--- config.mk ---
export PLATFORM = sky130hd
export DESIGN_NAME = adc_frame_packer
export DESIGN_NICKNAME = d
export VERILOG_FILES = /design/src/rtl/adc_pk_pkg.sv /design/src/rtl/adc_pk_sbuf.sv /design/src/rtl/adc_frame_packer.sv
export SDC_FILE = /design/constraint.sdc
export NUM_CORES = 1
export LEC_CHECK = 0
export ABC_CLOCK_PERIOD_IN_PS = 4800
export CAP_MARGIN = 30
export CORE_MARGIN = 2
export CORE_UTILIZATION = 59
export DETAILED_ROUTE_END_ITERATION = 7
export HOLD_SLACK_MARGIN = 0.15
export PLACE_DENSITY = 0.9
export SLEW_MARGIN = 5
export SYNTH_ARGS = -nofsm -noshare
export SYNTH_HDL_FRONTEND = slang
export SYNTH_HIERARCHICAL = 1
export SYNTH_SLANG_ARGS = --single-unit
--- constraint.sdc ---
create_clock -name clk_i -period 4.8 [get_ports clk_i]
set_clock_uncertainty 0.1 [all_clocks]
set_input_delay 0.96 -clock clk_i [delete_from_list [all_inputs] [get_ports clk_i]]
set_output_delay 0.96 -clock clk_i [all_outputs]
set_load 0.03 [all_outputs]
--- src/rtl/adc_pk_pkg.sv ---
// ---------------------------------------------------------------------------
// adc_pk_pkg
//   Shared types for the ADC frame packer:
//     state_t    - byte-emission FSM states
//     sample_t   - one buffered sample {otr, data[11:0]}
//     FLG_*      - bit positions inside the header flags byte
//     flags_byte - assembles the header flags byte from the sticky flags
// ---------------------------------------------------------------------------
package adc_pk_pkg;

  localparam int SMP_W    = 12;
  localparam int FLG_OTR  = 0;
  localparam int FLG_DROP = 1;

  typedef enum logic [2:0] {
    IDLE = 3'd0,
    H0   = 3'd1,
    H1   = 3'd2,
    H2   = 3'd3,
    H3   = 3'd4,
    P0   = 3'd5,
    P1   = 3'd6,
    P2   = 3'd7
  } state_t;

  typedef struct packed {
    logic             otr;
    logic [SMP_W-1:0] data;
  } sample_t;

  function automatic logic [7:0] flags_byte(input logic drop_flag, input logic otr_flag);
    logic [7:0] b;
    b = 8'h00;
    b[FLG_DROP] = drop_flag;
    b[FLG_OTR]  = otr_flag;
    return b;
  endfunction

endpackage

--- src/rtl/adc_pk_sbuf.sv ---
// ---------------------------------------------------------------------------
// adc_pk_sbuf
//   Small synchronous sample FIFO between the ADC capture stage and the
//   byte-emission FSM. Read data is first-word-fall-through: pop_data shows
//   the oldest entry whenever empty=0, so the FSM can emit a byte from it in
//   the same cycle it pops.
//
// Ports:
//   clk        in   clock
//   srst       in   synchronous active-high reset, empties the buffer
//   push       in   push request (already qualified by enable/strobe)
//   push_data  in   entry to store
//   pop        in   pop request
//   pop_data   out  oldest entry (valid when empty=0)
//   full       out  buffer holds DEPTH entries
//   empty      out  buffer holds no entries
//   drop       out  push request rejected because the buffer stayed full
// ---------------------------------------------------------------------------
module adc_pk_sbuf
  import adc_pk_pkg::*;
#(
  parameter int DEPTH = 8
) (
  input  logic    clk,
  input  logic    srst,
  input  logic    push,
  input  sample_t push_data,
  input  logic    pop,
  output sample_t pop_data,
  output logic    full,
  output logic    empty,
  output logic    drop
);

  localparam int AW = $clog2(DEPTH);
  localparam logic [AW:0] FULL_CNT = (AW+1)'(DEPTH);

  sample_t mem [DEPTH];

  logic [AW-1:0] wr_ptr_reg;
  logic [AW-1:0] rd_ptr_reg;
  logic [AW:0]   count_reg;
  logic [AW:0]   count_next;
  logic          do_push;
  logic          do_pop;

  assign full  = (count_reg == FULL_CNT);
  assign empty = (count_reg == '0);

  // A pop in the same cycle frees a slot, so a push into a full buffer is
  // still accepted when the FSM is draining it.
  assign do_pop  = pop && !empty;
  assign do_push = push && (!full || do_pop);
  assign drop    = push && !do_push;

  assign pop_data = mem[rd_ptr_reg];

  always_comb begin
    count_next = count_reg;
    case ({do_push, do_pop})
      2'b10:   count_next = count_reg + 1'b1;
      2'b01:   count_next = count_reg - 1'b1;
      default: count_next = count_reg;
    endcase
  end

  always_ff @(posedge clk) begin
    if (do_push) begin
      mem[wr_ptr_reg] <= push_data;
    end
  end

  always_ff @(posedge clk) begin
    if (srst) begin
      wr_ptr_reg <= '0;
      rd_ptr_reg <= '0;
      count_reg  <= '0;
    end else begin
      if (do_push) begin
        wr_ptr_reg <= wr_ptr_reg + 1'b1;
      end
      if (do_pop) begin
        rd_ptr_reg <= rd_ptr_reg + 1'b1;
      end
      count_reg <= count_next;
    end
  end

endmodule

--- src/rtl/adc_frame_packer.sv ---
// ---------------------------------------------------------------------------
// adc_frame_packer
//   Packs 12-bit ADC samples into a byte stream for the async USB FIFO.
//   Each frame: SYNC0, SYNC1, sequence number, flags byte, then sample pairs
//   packed as 3 bytes {A[11:4]}, {A[3:0],B[11:8]}, {B[7:0]}.
//   The flags byte reports drops and out-of-range samples seen since the
//   previous header, so it describes the previous frame.
//
// Ports:
//   clk_i         in   adc_clk
//   rst_i         in   synchronous active-high reset
//   en_i          in   capture enable (gates pushes and frame starts)
//   smp_valid_i   in   sample strobe, at most one per 2 clocks
//   smp_data_i    in   12-bit sample, offset binary
//   smp_otr_i     in   out-of-range flag, qualified by smp_valid_i
//   fifo_full_i   in   async FIFO write-side full
//   fifo_data_o   out  byte to FIFO (zero when not writing)
//   fifo_wrreq_o  out  FIFO write strobe
//   busy_o        out  FSM not in IDLE
//   frame_seq_o   out  sequence number of the last emitted header
//   drop_cnt_o    out  saturating count of samples lost to overflow
// ---------------------------------------------------------------------------
module adc_frame_packer
  import adc_pk_pkg::*;
#(
  parameter int         SAMPLES_PER_FRAME = 256,
  parameter logic [7:0] SYNC0             = 8'hA5,
  parameter logic [7:0] SYNC1             = 8'h5A,
  parameter int         SBUF_DEPTH        = 8
) (
  input  logic              clk_i,
  input  logic              rst_i,
  input  logic              en_i,
  input  logic              smp_valid_i,
  input  logic [SMP_W-1:0]  smp_data_i,
  input  logic              smp_otr_i,
  input  logic              fifo_full_i,
  output logic [7:0]        fifo_data_o,
  output logic              fifo_wrreq_o,
  output logic              busy_o,
  output logic [7:0]        frame_seq_o,
  output logic [15:0]       drop_cnt_o
);

  localparam int PAIRS = SAMPLES_PER_FRAME / 2;
  // +1 keeps the counter at least one bit wide for a single-pair frame.
  localparam int PCW = $clog2(PAIRS + 1);
  localparam logic [PCW-1:0] LAST_PAIR = PCW'(PAIRS - 1);

  state_t         state_reg;
  state_t         state_next;
  logic [PCW-1:0] pair_cnt_reg;
  logic [PCW-1:0] pair_cnt_next;
  logic [3:0]     a_low_reg;
  logic [7:0]     b_low_reg;
  logic [7:0]     frame_seq_reg;
  logic [15:0]    drop_cnt_reg;
  logic [15:0]    drop_cnt_next;
  logic           otr_flag_reg;
  logic           otr_flag_next;
  logic           drop_flag_reg;
  logic           drop_flag_next;

  logic           byte_avail;
  logic [7:0]     byte_mux;
  logic           wrreq;
  logic           pop;
  logic           flag_clear;

  sample_t        push_data;
  sample_t        pop_data;
  logic           sbuf_full;
  logic           sbuf_empty;
  logic           sbuf_drop;
  logic           push_req;

  // -------------------------------------------------------------------------
  // Sample buffer
  // -------------------------------------------------------------------------
  assign push_req       = en_i && smp_valid_i;
  assign push_data.otr  = smp_otr_i;
  assign push_data.data = smp_data_i;

  adc_pk_sbuf #(
    .DEPTH (SBUF_DEPTH)
  ) u_sbuf (
    .clk       (clk_i),
    .srst      (rst_i),
    .push      (push_req),
    .push_data (push_data),
    .pop       (pop),
    .pop_data  (pop_data),
    .full      (sbuf_full),
    .empty     (sbuf_empty),
    .drop      (sbuf_drop)
  );

  // -------------------------------------------------------------------------
  // FSM: byte mux, write strobe and next state
  // -------------------------------------------------------------------------
  always_comb begin
    state_next    = state_reg;
    pair_cnt_next = pair_cnt_reg;
    byte_avail    = 1'b0;
    byte_mux      = 8'h00;

    case (state_reg)
      H0: begin
        byte_avail = 1'b1;
        byte_mux   = SYNC0;
      end
      H1: begin
        byte_avail = 1'b1;
        byte_mux   = SYNC1;
      end
      H2: begin
        byte_avail = 1'b1;
        byte_mux   = frame_seq_reg + 8'd1;
      end
      H3: begin
        byte_avail = 1'b1;
        byte_mux   = flags_byte(drop_flag_reg, otr_flag_reg);
      end
      P0: begin
        byte_avail = !sbuf_empty;
        byte_mux   = pop_data.data[11:4];
      end
      P1: begin
        byte_avail = !sbuf_empty;
        byte_mux   = {a_low_reg, pop_data.data[11:8]};
      end
      P2: begin
        byte_avail = 1'b1;
        byte_mux   = b_low_reg;
      end
      default: begin
        byte_avail = 1'b0;
      end
    endcase

    // Reset forces the strobe low in the cycle it is asserted, so a frame
    // cut short by reset never gets another byte.
    wrreq = byte_avail && !fifo_full_i && !rst_i;
    pop   = wrreq && ((state_reg == P0) || (state_reg == P1));

    case (state_reg)
      IDLE: if (en_i && !sbuf_empty) state_next = H0;
      H0:   if (wrreq) state_next = H1;
      H1:   if (wrreq) state_next = H2;
      H2:   if (wrreq) state_next = H3;
      H3:   if (wrreq) state_next = P0;
      P0:   if (wrreq) state_next = P1;
      P1:   if (wrreq) state_next = P2;
      P2: begin
        if (wrreq) begin
          if (pair_cnt_reg == LAST_PAIR) begin
            pair_cnt_next = '0;
            state_next    = (en_i && !sbuf_empty) ? H0 : IDLE;
          end else begin
            pair_cnt_next = pair_cnt_reg + 1'b1;
            state_next    = P0;
          end
        end
      end
      default: state_next = IDLE;
    endcase
  end

  // -------------------------------------------------------------------------
  // Sticky flags and drop counter
  // -------------------------------------------------------------------------
  always_comb begin
    // The flags byte write clears both flags; an event in that same cycle
    // belongs to the next frame and re-sets it.
    flag_clear     = wrreq && (state_reg == H3);
    otr_flag_next  = (otr_flag_reg && !flag_clear) || (pop && pop_data.otr);
    drop_flag_next = (drop_flag_reg && !flag_clear) || sbuf_drop;

    drop_cnt_next = drop_cnt_reg;
    if (sbuf_drop && (drop_cnt_reg != 16'hFFFF)) begin
      drop_cnt_next = drop_cnt_reg + 16'd1;
    end
  end

  // -------------------------------------------------------------------------
  // State registers
  // -------------------------------------------------------------------------
  always_ff @(posedge clk_i) begin
    if (rst_i) begin
      state_reg     <= IDLE;
      pair_cnt_reg  <= '0;
      a_low_reg     <= 4'h0;
      b_low_reg     <= 8'h00;
      frame_seq_reg <= 8'h00;
      drop_cnt_reg  <= 16'h0000;
      otr_flag_reg  <= 1'b0;
      drop_flag_reg <= 1'b0;
    end else begin
      state_reg     <= state_next;
      pair_cnt_reg  <= pair_cnt_next;
      drop_cnt_reg  <= drop_cnt_next;
      otr_flag_reg  <= otr_flag_next;
      drop_flag_reg <= drop_flag_next;

      // Keep the parts of A and B not yet emitted for the following bytes.
      if (pop && (state_reg == P0)) begin
        a_low_reg <= pop_data.data[3:0];
      end
      if (pop && (state_reg == P1)) begin
        b_low_reg <= pop_data.data[7:0];
      end
      if (wrreq && (state_reg == H2)) begin
        frame_seq_reg <= frame_seq_reg + 8'd1;
      end
    end
  end

  // -------------------------------------------------------------------------
  // Outputs
  // -------------------------------------------------------------------------
  assign fifo_wrreq_o = wrreq;
  assign fifo_data_o  = wrreq ? byte_mux : 8'h00;
  assign busy_o       = (state_reg != IDLE);
  assign frame_seq_o  = frame_seq_reg;
  assign drop_cnt_o   = drop_cnt_reg;

endmodule

## Yosys cells after proc, flatten, opt, wreduce, memory -nomap -nowiden

Memory sizes are Yosys's and may differ from the RTL's. A register that Yosys moved wholly into a read port is not among the register bits.
Index checks and enable logic that the tools add are counted.

| storage, ports and cells | value |
|---|---|
| register bits after elaboration | 59 |
| RAM bits | 104 |
| bits of input ports | 18 |
| output and inout bits | 34 |
| memories | 1 |

| operators by class | value |
|---|---|
| $add $sub $neg | 7 |
| equality and inequality tests | 20 |
| muxes and demuxes | 20 |
| reductions and logical operators | 34 |

Memories:

| name | words | width | rd ports | clocked after Yosys merged registers in | write ports | line | RTL |
|---|---|---|---|---|---|---|---|
| u_sbuf.mem | 8 | 13 | 1 | 1 | 1 | adc_pk_sbuf.sv:38 | `sample_t mem [DEPTH];` |

Operators with widths:

| operator | count |
|---|---|
| 8-bit case mux with 7 select lines | 1 |
| 3-bit 2-to-1 mux | 11 |
| 3-bit case mux with 8 select lines | 1 |
| 16-bit by 1-bit adder with 16-bit output, second input constant | 1 |
| 8-bit by 1-bit adder with 8-bit output, second input constant | 2 |
| 1-bit logical AND | 16 |
| 8-bit 2-to-1 mux | 2 |
| 16-bit != test, second input constant | 1 |
| 2-bit != test, second input constant | 8 |
| 3-bit equality test, second input constant | 4 |
| 8-bit by 7-bit equality test with 1-bit output, second input constant | 1 |
| 4-bit case mux with 2 select lines | 1 |
| 8-bit AND reduction | 1 |
| 3-bit by 1-bit adder with 3-bit output, second input constant | 2 |
| 3-bit by 2-bit equality test with 1-bit output, second input constant | 2 |
| 1-bit logical NOT | 6 |
| 5-bit OR reduction | 1 |
| 4-bit by 1-bit adder with 4-bit output, second input constant | 1 |
| 4-bit equality test, second input constant | 1 |
| 4-bit logical NOT | 1 |
| 1-bit logical OR | 4 |
| 4-bit by 1-bit subtractor with 4-bit output, second input constant | 1 |
| 3-bit by 1-bit equality test with 1-bit output, second input constant | 1 |
| 3-bit logical NOT | 1 |
| 8 further kinds | 10 |

## Longest topological paths before layout

Gate-level depths: netlist of run 1.

| logic depth | value |
|---|---|
| depth after elaboration | 12 |
| depth in mapped cells | 13 |
| gate-level depth less buffers | 12 |

## Modules after synthesis

The synthesis of run 1 kept the hierarchy.

By module, submodules not included:

| module | instances | cells each | area an instance (um^2) | sequential area each (um^2) |
|---|---|---|---|---|
| adc_pk_sbuf | 1 | 224 | 4574.4 | 3383.2 |
| adc_frame_packer | 1 | 326 | 2690.1 | 980.9 |

## Worst setup path after synthesis of run 1

Ideal clock, no wire load.

| timing path | value |
|---|---|
| path type | input to register |
| start | in fifo_full_i |
| end | mem u_sbuf/mem[0][0] in the netlist's numbering (enable) |
| library setup time | 0.417 ns |
| data arrival time | 3.199 ns |
| data required time | 4.283 ns |
| setup slack | 1.084 ns |
| stages on the path | 5 |
| cells stage by stage | nor2_1 o311ai_1 nor2_1 o21ai_4 nor4_1 |

| on the way | value |
|---|---|
| cells in the longest elaborated chain, start to end | 9 |

Ends and longest elaborated chain:

| what | line | RTL |
|---|---|---|
| start, declared | adc_frame_packer.sv:37 | `input logic fifo_full_i,` |
| 1-bit logical NOT | adc_frame_packer.sv:143 | `wrreq = byte_avail && !fifo_full_i && !rst_i;` |
| 1-bit logical AND (2 in a row) | adc_frame_packer.sv:143 |  |
| 1-bit logical AND | adc_frame_packer.sv:144 | `pop = wrreq && ((state_reg == P0) \|\| (state_reg == P1));` |
| net pop | adc_frame_packer.sv:67 | `logic pop;` |
| 1-bit logical AND | adc_pk_sbuf.sv:52 | `assign do_pop = pop && !empty;` |
| 1-bit logical OR | adc_pk_sbuf.sv:53 | `assign do_push = push && (!full \|\| do_pop);` |
| 1-bit logical AND | adc_pk_sbuf.sv:53 |  |
| 1-bit 2-to-1 mux | adc_pk_sbuf.sv:68 | `if (do_push) begin` |
| 1-bit 2-to-1 mux (implied by the code) | adc_pk_sbuf.sv:69 | `mem[wr_ptr_reg] <= push_data;` |
| end, declared | adc_pk_sbuf.sv:38 |  |

The timed path passes the listed nets, and every way through them passes these cells.

==> results of run 1 <==
==> cells in the final DEF (no fill, tap or decap), types with 3 or more instances in the layout <==
| cell type | n |
|---|---|
| sky130_fd_sc_hd__inv_6 | 3 |
| sky130_fd_sc_hd__dfxtp_1 | 61 |
| sky130_fd_sc_hd__buf_4 | 15 |
| sky130_fd_sc_hd__nand3_1 | 11 |
| sky130_fd_sc_hd__o2bb2ai_1 | 3 |
| sky130_fd_sc_hd__nand2_1 | 20 |
| sky130_fd_sc_hd__xnor2_1 | 16 |
| sky130_fd_sc_hd__o21ai_0 | 13 |
| sky130_fd_sc_hd__edfxtp_1 | 104 |
| sky130_fd_sc_hd__o22ai_1 | 6 |
| sky130_fd_sc_hd__ha_1 | 8 |
| sky130_fd_sc_hd__nand2b_1 | 7 |
| sky130_fd_sc_hd__nor3_1 | 7 |
| sky130_fd_sc_hd__or3_1 | 7 |
| sky130_fd_sc_hd__clkinv_4 | 3 |
| sky130_fd_sc_hd__clkinvlp_4 | 4 |
| sky130_fd_sc_hd__nor2b_1 | 12 |
| sky130_fd_sc_hd__mux4_2 | 26 |
| sky130_fd_sc_hd__mux2_2 | 20 |
| sky130_fd_sc_hd__nor3b_1 | 4 |
| sky130_fd_sc_hd__a211oi_1 | 4 |
| sky130_fd_sc_hd__clkbuf_16 | 17 |
| sky130_fd_sc_hd__nor3_2 | 4 |
| sky130_fd_sc_hd__and3_1 | 3 |
| sky130_fd_sc_hd__or4_1 | 3 |
| sky130_fd_sc_hd__nor2_1 | 60 |
| sky130_fd_sc_hd__inv_1 | 8 |
| sky130_fd_sc_hd__nand4_1 | 8 |
| sky130_fd_sc_hd__mux2i_1 | 23 |
| sky130_fd_sc_hd__xor2_1 | 10 |
| sky130_fd_sc_hd__and4_1 | 4 |
| sky130_fd_sc_hd__a21oi_1 | 27 |
| sky130_fd_sc_hd__nor4_1 | 7 |
| sky130_fd_sc_hd__o31ai_1 | 3 |
| sky130_fd_sc_hd__clkdlybuf4s50_1 | 50 |
==> layer usage <==
| layer | GRT usage | part of all wire | vias to the layer above |
|---|---|---|---|
| li1 | - | - | 2204 |
| met1 | 0.311 | 0.41 | 2348 |
| met2 | 0.405 | 0.50 | 195 |
| met3 | 0.0564 | 0.064 | 40 |
| met4 | 0.101 | 0.023 | 0 |
| met5 | 0 | 0 | - |
==> cell type report <==
class	count	area share
flip-flops and latches	166	0.513
clock inverters	12	0.0116
repair buffers	67	0.0733
clock buffers	19	0.0509
multi-input cells	347	0.326
well taps	147	0.0216
inverters	8	0.00353
==> worst max path at each step <==
| stage | endpoint | slack (ns) | cells past startpoint |
|---|---|---|---|
| 6_report | fifo_data_o[1] | 0.42 | 7 |
| 5_1_grt | fifo_data_o[1] | 0.18 | 7 |
| 4_1_cts | fifo_data_o[0] | 0.32 | 6 |
| 3_5_place_dp | u_sbuf/count_reg[2] | 0.42 | 12 |
| 3_3_place_gp | u_sbuf/count_reg[2] | 0.63 | 12 |
| 2_1_floorplan | u_sbuf/mem[0][0] | 1.08 | 5 |
==> power by group through the flow <==
| stage | logic (mW) | registers [mW] | clock network, mW |
|---|---|---|---|
| 6_report | 0.107 | 1.54 | 1.23 |
| 5_1_grt | 0.116 | 1.54 | 1.31 |
| 4_1_cts | 0.106 | 1.54 | 1.25 |
| 3_5_place_dp | 0.105 | 1.57 | 0 |
| 3_3_place_gp | 0.102 | 1.57 | 0 |
| 2_1_floorplan | 0.0624 | 1.56 | 0 |
==> critical path: stages, from the launching register on <==
cell	delay, ns
sky130_fd_sc_hd__dfxtp_2	0.81
sky130_fd_sc_hd__mux4_2	0.60
sky130_fd_sc_hd__mux2_2	0.32
sky130_fd_sc_hd__mux2i_1	0.19
sky130_fd_sc_hd__o2bb2ai_1	0.10
sky130_fd_sc_hd__a22oi_1	0.21
sky130_fd_sc_hd__nor2_1	0.07
sky130_fd_sc_hd__clkdlybuf4s50_1	0.59
==> stage by stage <==
stage          utilization  setup WS [ns]  hold slack, ns  power (mW)
2_1_floorplan            -           1.08           0.358        1.63
3_3_place_gp         0.663          0.634           0.370        1.67
3_5_place_dp         0.663          0.421           0.386        1.68
4_1_cts              0.708          0.318           0.398        2.90
5_1_grt              0.708          0.178           0.416        2.97
6_report             0.708          0.415           0.395        2.88
==> impl_results.md, run 1 <==
* GRT Util Overall at 0.244
* Die width at roughly 110 µm
* Critical path data required time at between 3 and 4 ns
* Max-slew headroom at the worst pin at 0.458
* Total clock buffers created by CTS at 17
* Number of max-cap violations at 0
* Iter 0 DRT Violations at about 490
* Total setup violations reported at the end of the flow at 0
* Number of filler cells placed in the layout at 809
* Synthesized area per cell at 13.2 µm²
* Footprint of the flip-flops and latches at around 0.0044 mm²
* Crit Path Class: flop to primary output
* Setup Total Neg Slack at 0 ns
* RSZ-0062 raised after global routing: false
* TritonRoute pass-1 iters at 5
* Worst-case reg-to-reg path depth at 14
* Final min period at approximately 4.4 ns
* Multi-input logic area at between 0.002 and 0.003 mm²
* Antenna violations before repair at 0
* Max FFs per register at 104
* Number of nets in the layout at 633
* Clock Latency Late Sink at 0.43 ns
* Peak VDD IR at a little under 0.4 mV
* Global-route wire length before repair at between 20 and 25 mm
* Die boundary height at 115 µm
* Maximum number of pins on one net before global-route repair at 60
* Average wire per cell in the routed design at approximately 20 µm
* Residual overflow from global routing at 0
* Number of clock sinks seen by CTS at between 150 and 200
* Launching point of the worst reg2reg path: u_sbuf/count_reg[0]
* Worst Hold Endpoint: a_low_reg[2]
* Cell row count at 40
* Final ANT Viol Nets at 0
* Post-route clock period utilization at 0.913
* Highest Clock Rate at about 0.23 GHz
* Via total after detailed routing at 4,787
* HPWL after detailed placement at 9.49 mm
* Number of placed cells counting well taps at 734
* Worst slew pin tran at about 0.80 ns
* Diode insertion count for antenna repair at 0
* Worst R2R End: u_sbuf/count_reg[2]
* Layout cells sized above 1 at 0.166
* Global placement routability congestion at roughly 0.87
* Worst Hold Launch: a_low_reg[2]
* Die area at 0.0132 mm²
* Worst-case register-to-register setup slack at 1.12 ns
* Net Count, Synth at 575
* Clock network fraction of design power at 0.428
* Switching fraction of total power at 0.222
* Via count of the first global-routing pass at ~4.7k
* Outcome: finished clean
* Post-DR vias/cell at ~6.2
* Instance count of the mapped netlist at between 500 and 600
* Placed cell area at 0.00797 mm²
* TritonCTS clock tree: done
* Clock root cell: sky130_fd_sc_hd__clkbuf_16
* Number of buffers added to fix hold violations after cts at 0
* Count of port buffers added during placement at 51
* Combinational group share of total power at 0.037
* Hold Path Cell Cnt at 2
* Number of buffers between clock root and the deepest sink at 2
* Internal power component at ~2.2 mW
* Post-Route WL at around 15 mm
* Final instance area at 0.00850 mm²
* Critical path peak fanout at 21
* Final Hold Violating Endpoints at 0
* Starting density of the core at 0.604
* Clock-pin transition on the worst setup and hold timing paths at around 0.060 ns
* Yosys warnings at 6
* Crit end category: primary output
* Core outline area at 0.0120 mm²
* Critical Path Start Type: flop
* Min-delay worst type: flop to flop
* Critical Path AT at ~3.3 ns
* IO Pins at 52
* Number of resized instances in the post-cts repair step at 0
* Net switching power of the design at 0.639 mW
* Setup Buffers After CTS at 0
* Layout-stage area growth over the synthesis result at 17.1%
* Pleak at 2.80 nW
* Final count of pins violating max slew at 0
* Cell Count, Final, Fillers Out at 766
* Largest Register: u_sbuf/mem
* H-tree level count at 4
* Share of total power in sequential cells at 0.535
* Areal power density over the cells at 338 mW/mm²
* Synth Cell Area at just over 0.007 mm²
* DR DRC count at 0
No activity file was read; power rests on OpenSTA's default activity.
==> inputs of run 2 (changes only) <==
ABC_CLOCK_PERIOD_IN_PS = 4100   (was 4800)
clock period = 4.1 ns   (was 4.8 ns; I/O delays follow)
==> run 2 against run 1 <==
Compared with the run above:
- flip-flop and latch count did not move
- wire length rose by 2.4%
- via count decreased by 0.21%
- setup slack worse by 0.30 ns
- clock-buffer cell count fell by 2
- critical path type unchanged
- critical endpoint is now fifo_data_o[3]
- largest power group unchanged
==> impl_results.md, run 2 (same netlist as run 1, synthesis figures left out) <==
* Most common library cell in the layout ignoring fill and taps: sky130_fd_sc_hd__edfxtp_1
* Peak VDD IR at approximately 0.35 mV
* Starting density of the core at 0.604
* IO Pins at 52
* Number of buffers added to fix hold violations after cts at 0
* Max FFs per register at between 100 and 150
* Final ANT Viol Nets at 0
* Final count of pins violating max slew at 0
* Number of filler cells placed in the layout at slightly below 800
* Clock root cell: sky130_fd_sc_hd__clkbuf_16
* Average wire per cell in the routed design at 19.9 µm
* Total clock buffers created by CTS at 17
* Met1 demand-to-capacity share in global routing at 0.308
* Diode insertion count for antenna repair at 0
* Via count of the first global-routing pass at a little under 5k
* Worst-case reg-to-reg path depth at 14
* Number of max-cap violations at 0
* Critical Path AT at 3.07 ns
* H-tree level count at 4
* Leading cell types in the layout, fill and taps excluded: sky130_fd_sc_hd__edfxtp_1, sky130_fd_sc_hd__nor2_1, sky130_fd_sc_hd__dfxtp_1
* Die boundary height at 115 µm
* Clock network fraction of design power at 0.435
* Pleak at between 2 and 3 nW
* Placed cell area at approximately 0.0080 mm²
* Crit Path Class: flop to primary output
* Post-route clock period utilization at 0.972
* Final Hold Violating Endpoints at 0
* Combinational group share of total power at 0.037
* Clock-pin transition on the worst setup and hold timing paths at 0.06 ns
* Min-delay worst type: flop to flop
* Die area at roughly 0.013 mm²
* Clock Latency Late Sink at approximately 0.42 ns
* Areal power density over the cells at a little under 400 mW/mm²
* Layout cells sized above 1 at 0.175
* Via total after detailed routing at 4,777
* Switching fraction of total power at 0.216
* Layout-stage area growth over the synthesis result at 18.4%
* Count of port buffers added during placement at slightly above 50
* DR DRC count at 0
* Cell row count at 40
* Maximum number of pins on one net before global-route repair at 50
* Net switching power of the design at 0.739 mW
* Worst-case register-to-register setup slack at between 0.4 and 0.5 ns
* Setup Total Neg Slack at 0 ns
* Post-Route WL at 15.4 mm
* Post-DR vias/cell at about 6.2
* Antenna violations before repair at 0
* Setup WS pre-CTS at 0.163 ns
* TritonCTS clock tree: done
* Outcome: finished clean
* Total setup violations reported at the end of the flow at 0
* Top Usage Layer GRT: met2
* TritonRoute pass-1 iters at 7
* HPWL after detailed placement at slightly above 10 mm
* Die width at 115 µm
* Worst R2R End: u_sbuf/count_reg[2]
* Critical path capture point: fifo_data_o[3]
* Final instance area at between 0.008 and 0.009 mm²
* Iter 0 DRT Violations at about 410
* Highest Clock Rate at 0.251 GHz
* Critical Path Start Type: flop
* Number of nets in the layout at ~640
* Critical path data required time at between 3 and 4 ns
* GRT Util Overall at 0.251
* Number of buffers between clock root and the deepest sink at 2
* RSZ-0062 raised after global routing: false
* Max-slew headroom at the worst pin at 0.402
* Global-route wire length before repair at 24.8 mm
* Final min period at 3.99 ns
* Core outline area at around 0.012 mm²
* Launching point of the worst reg2reg path: u_sbuf/count_reg[1]
* Final worst slack at roughly 0.11 ns
* Residual overflow from global routing at 0
* Met3 Resource Use GR at 0.0575
* Share of total power in sequential cells at 0.527
* Largest Register: u_sbuf/mem
* Internal power component at roughly 2.7 mW
* Met2 usage at 0.436
* Critical path peak fanout at 11
* Global placement routability congestion at ~0.88
* Worst slew pin tran at between 0.8 and 0.9 ns
* Crit end category: primary output
* Number of clock sinks seen by CTS at roughly 170
-- run 2: final cells by class --
cell class / count / area (µm²) / share of cell area
clock buffers: 17 / 425 / 0.0495
well taps: 147 / 184 / 0.0214
flip-flops and latches: 166 / 4370 / 0.508
clock inverters: 15 / 129 / 0.0150
inverters: 8 / 30.0 / 0.00349
repair buffers: 71 / 671 / 0.0780
multi-input cells: 347 / 2790 / 0.324
-- run 2: power groups by stage --
stage | clock (mW) | combinational, mW | sequential (mW)
2_1_floorplan | 0 | 0.0731 | 1.83
3_3_place_gp | 0 | 0.119 | 1.84
3_5_place_dp | 0 | 0.124 | 1.84
4_1_cts | 1.51 | 0.126 | 1.80
5_1_grt | 1.58 | 0.137 | 1.80
6_report | 1.49 | 0.127 | 1.80
-- run 2: metal layers --
layer | vias up | routed length (µm)
li1 | 2210 | -
met1 | 2370 | 6100
met2 | 173 | 8100
met3 | 24 | 918
met4 | 0 | 231
met5 | - | 0
-- run 2: critical path, cell delays in order, from the launching register on --
cell	delay (ns)
sky130_fd_sc_hd__dfxtp_4	0.47
sky130_fd_sc_hd__buf_12	0.19
sky130_fd_sc_hd__mux4_2	0.50
sky130_fd_sc_hd__mux2_2	0.32
sky130_fd_sc_hd__mux2i_1	0.17
sky130_fd_sc_hd__nor2_1	0.06
sky130_fd_sc_hd__a21oi_1	0.20
sky130_fd_sc_hd__o22ai_1	0.12
sky130_fd_sc_hd__clkdlybuf4s50_1	0.61
-- run 2: worst min-delay path by stage --
stage	startpoint	endpoint	cells after the start
after detailed placement	a_low_reg[2]	a_low_reg[2]	2
after floorplan	drop_flag_reg	drop_flag_reg	2
after global placement	pair_cnt_reg[7]	pair_cnt_reg[7]	2
after global routing	drop_cnt_o[15]	drop_cnt_o[15]	1
final	a_low_reg[2]	a_low_reg[2]	2
after CTS	drop_cnt_o[15]	drop_cnt_o[15]	1
-- run 2: through the flow --
| stage | hold slack, ns | power [mW] | cells | util |
|---|---|---|---|---|
| 5_1_grt | 0.432 | 3.52 | 771 | 0.716 |
| 3_3_place_gp | 0.370 | 1.96 | 739 | 0.667 |
| 3_5_place_dp | 0.381 | 1.96 | 739 | 0.667 |
| 2_1_floorplan | 0.358 | 1.90 | 549 | - |
| 6_report | 0.393 | 3.42 | 771 | 0.716 |
| 4_1_cts | 0.394 | 3.44 | 771 | 0.714 |
-- run 2: timing repair --
action | in CTS | in global routing
buffers inserted | 0 | 0
setup endpoints to repair | 4 | 3
hold endpoints to repair | 0 | 0
resized for setup | 3 | 2
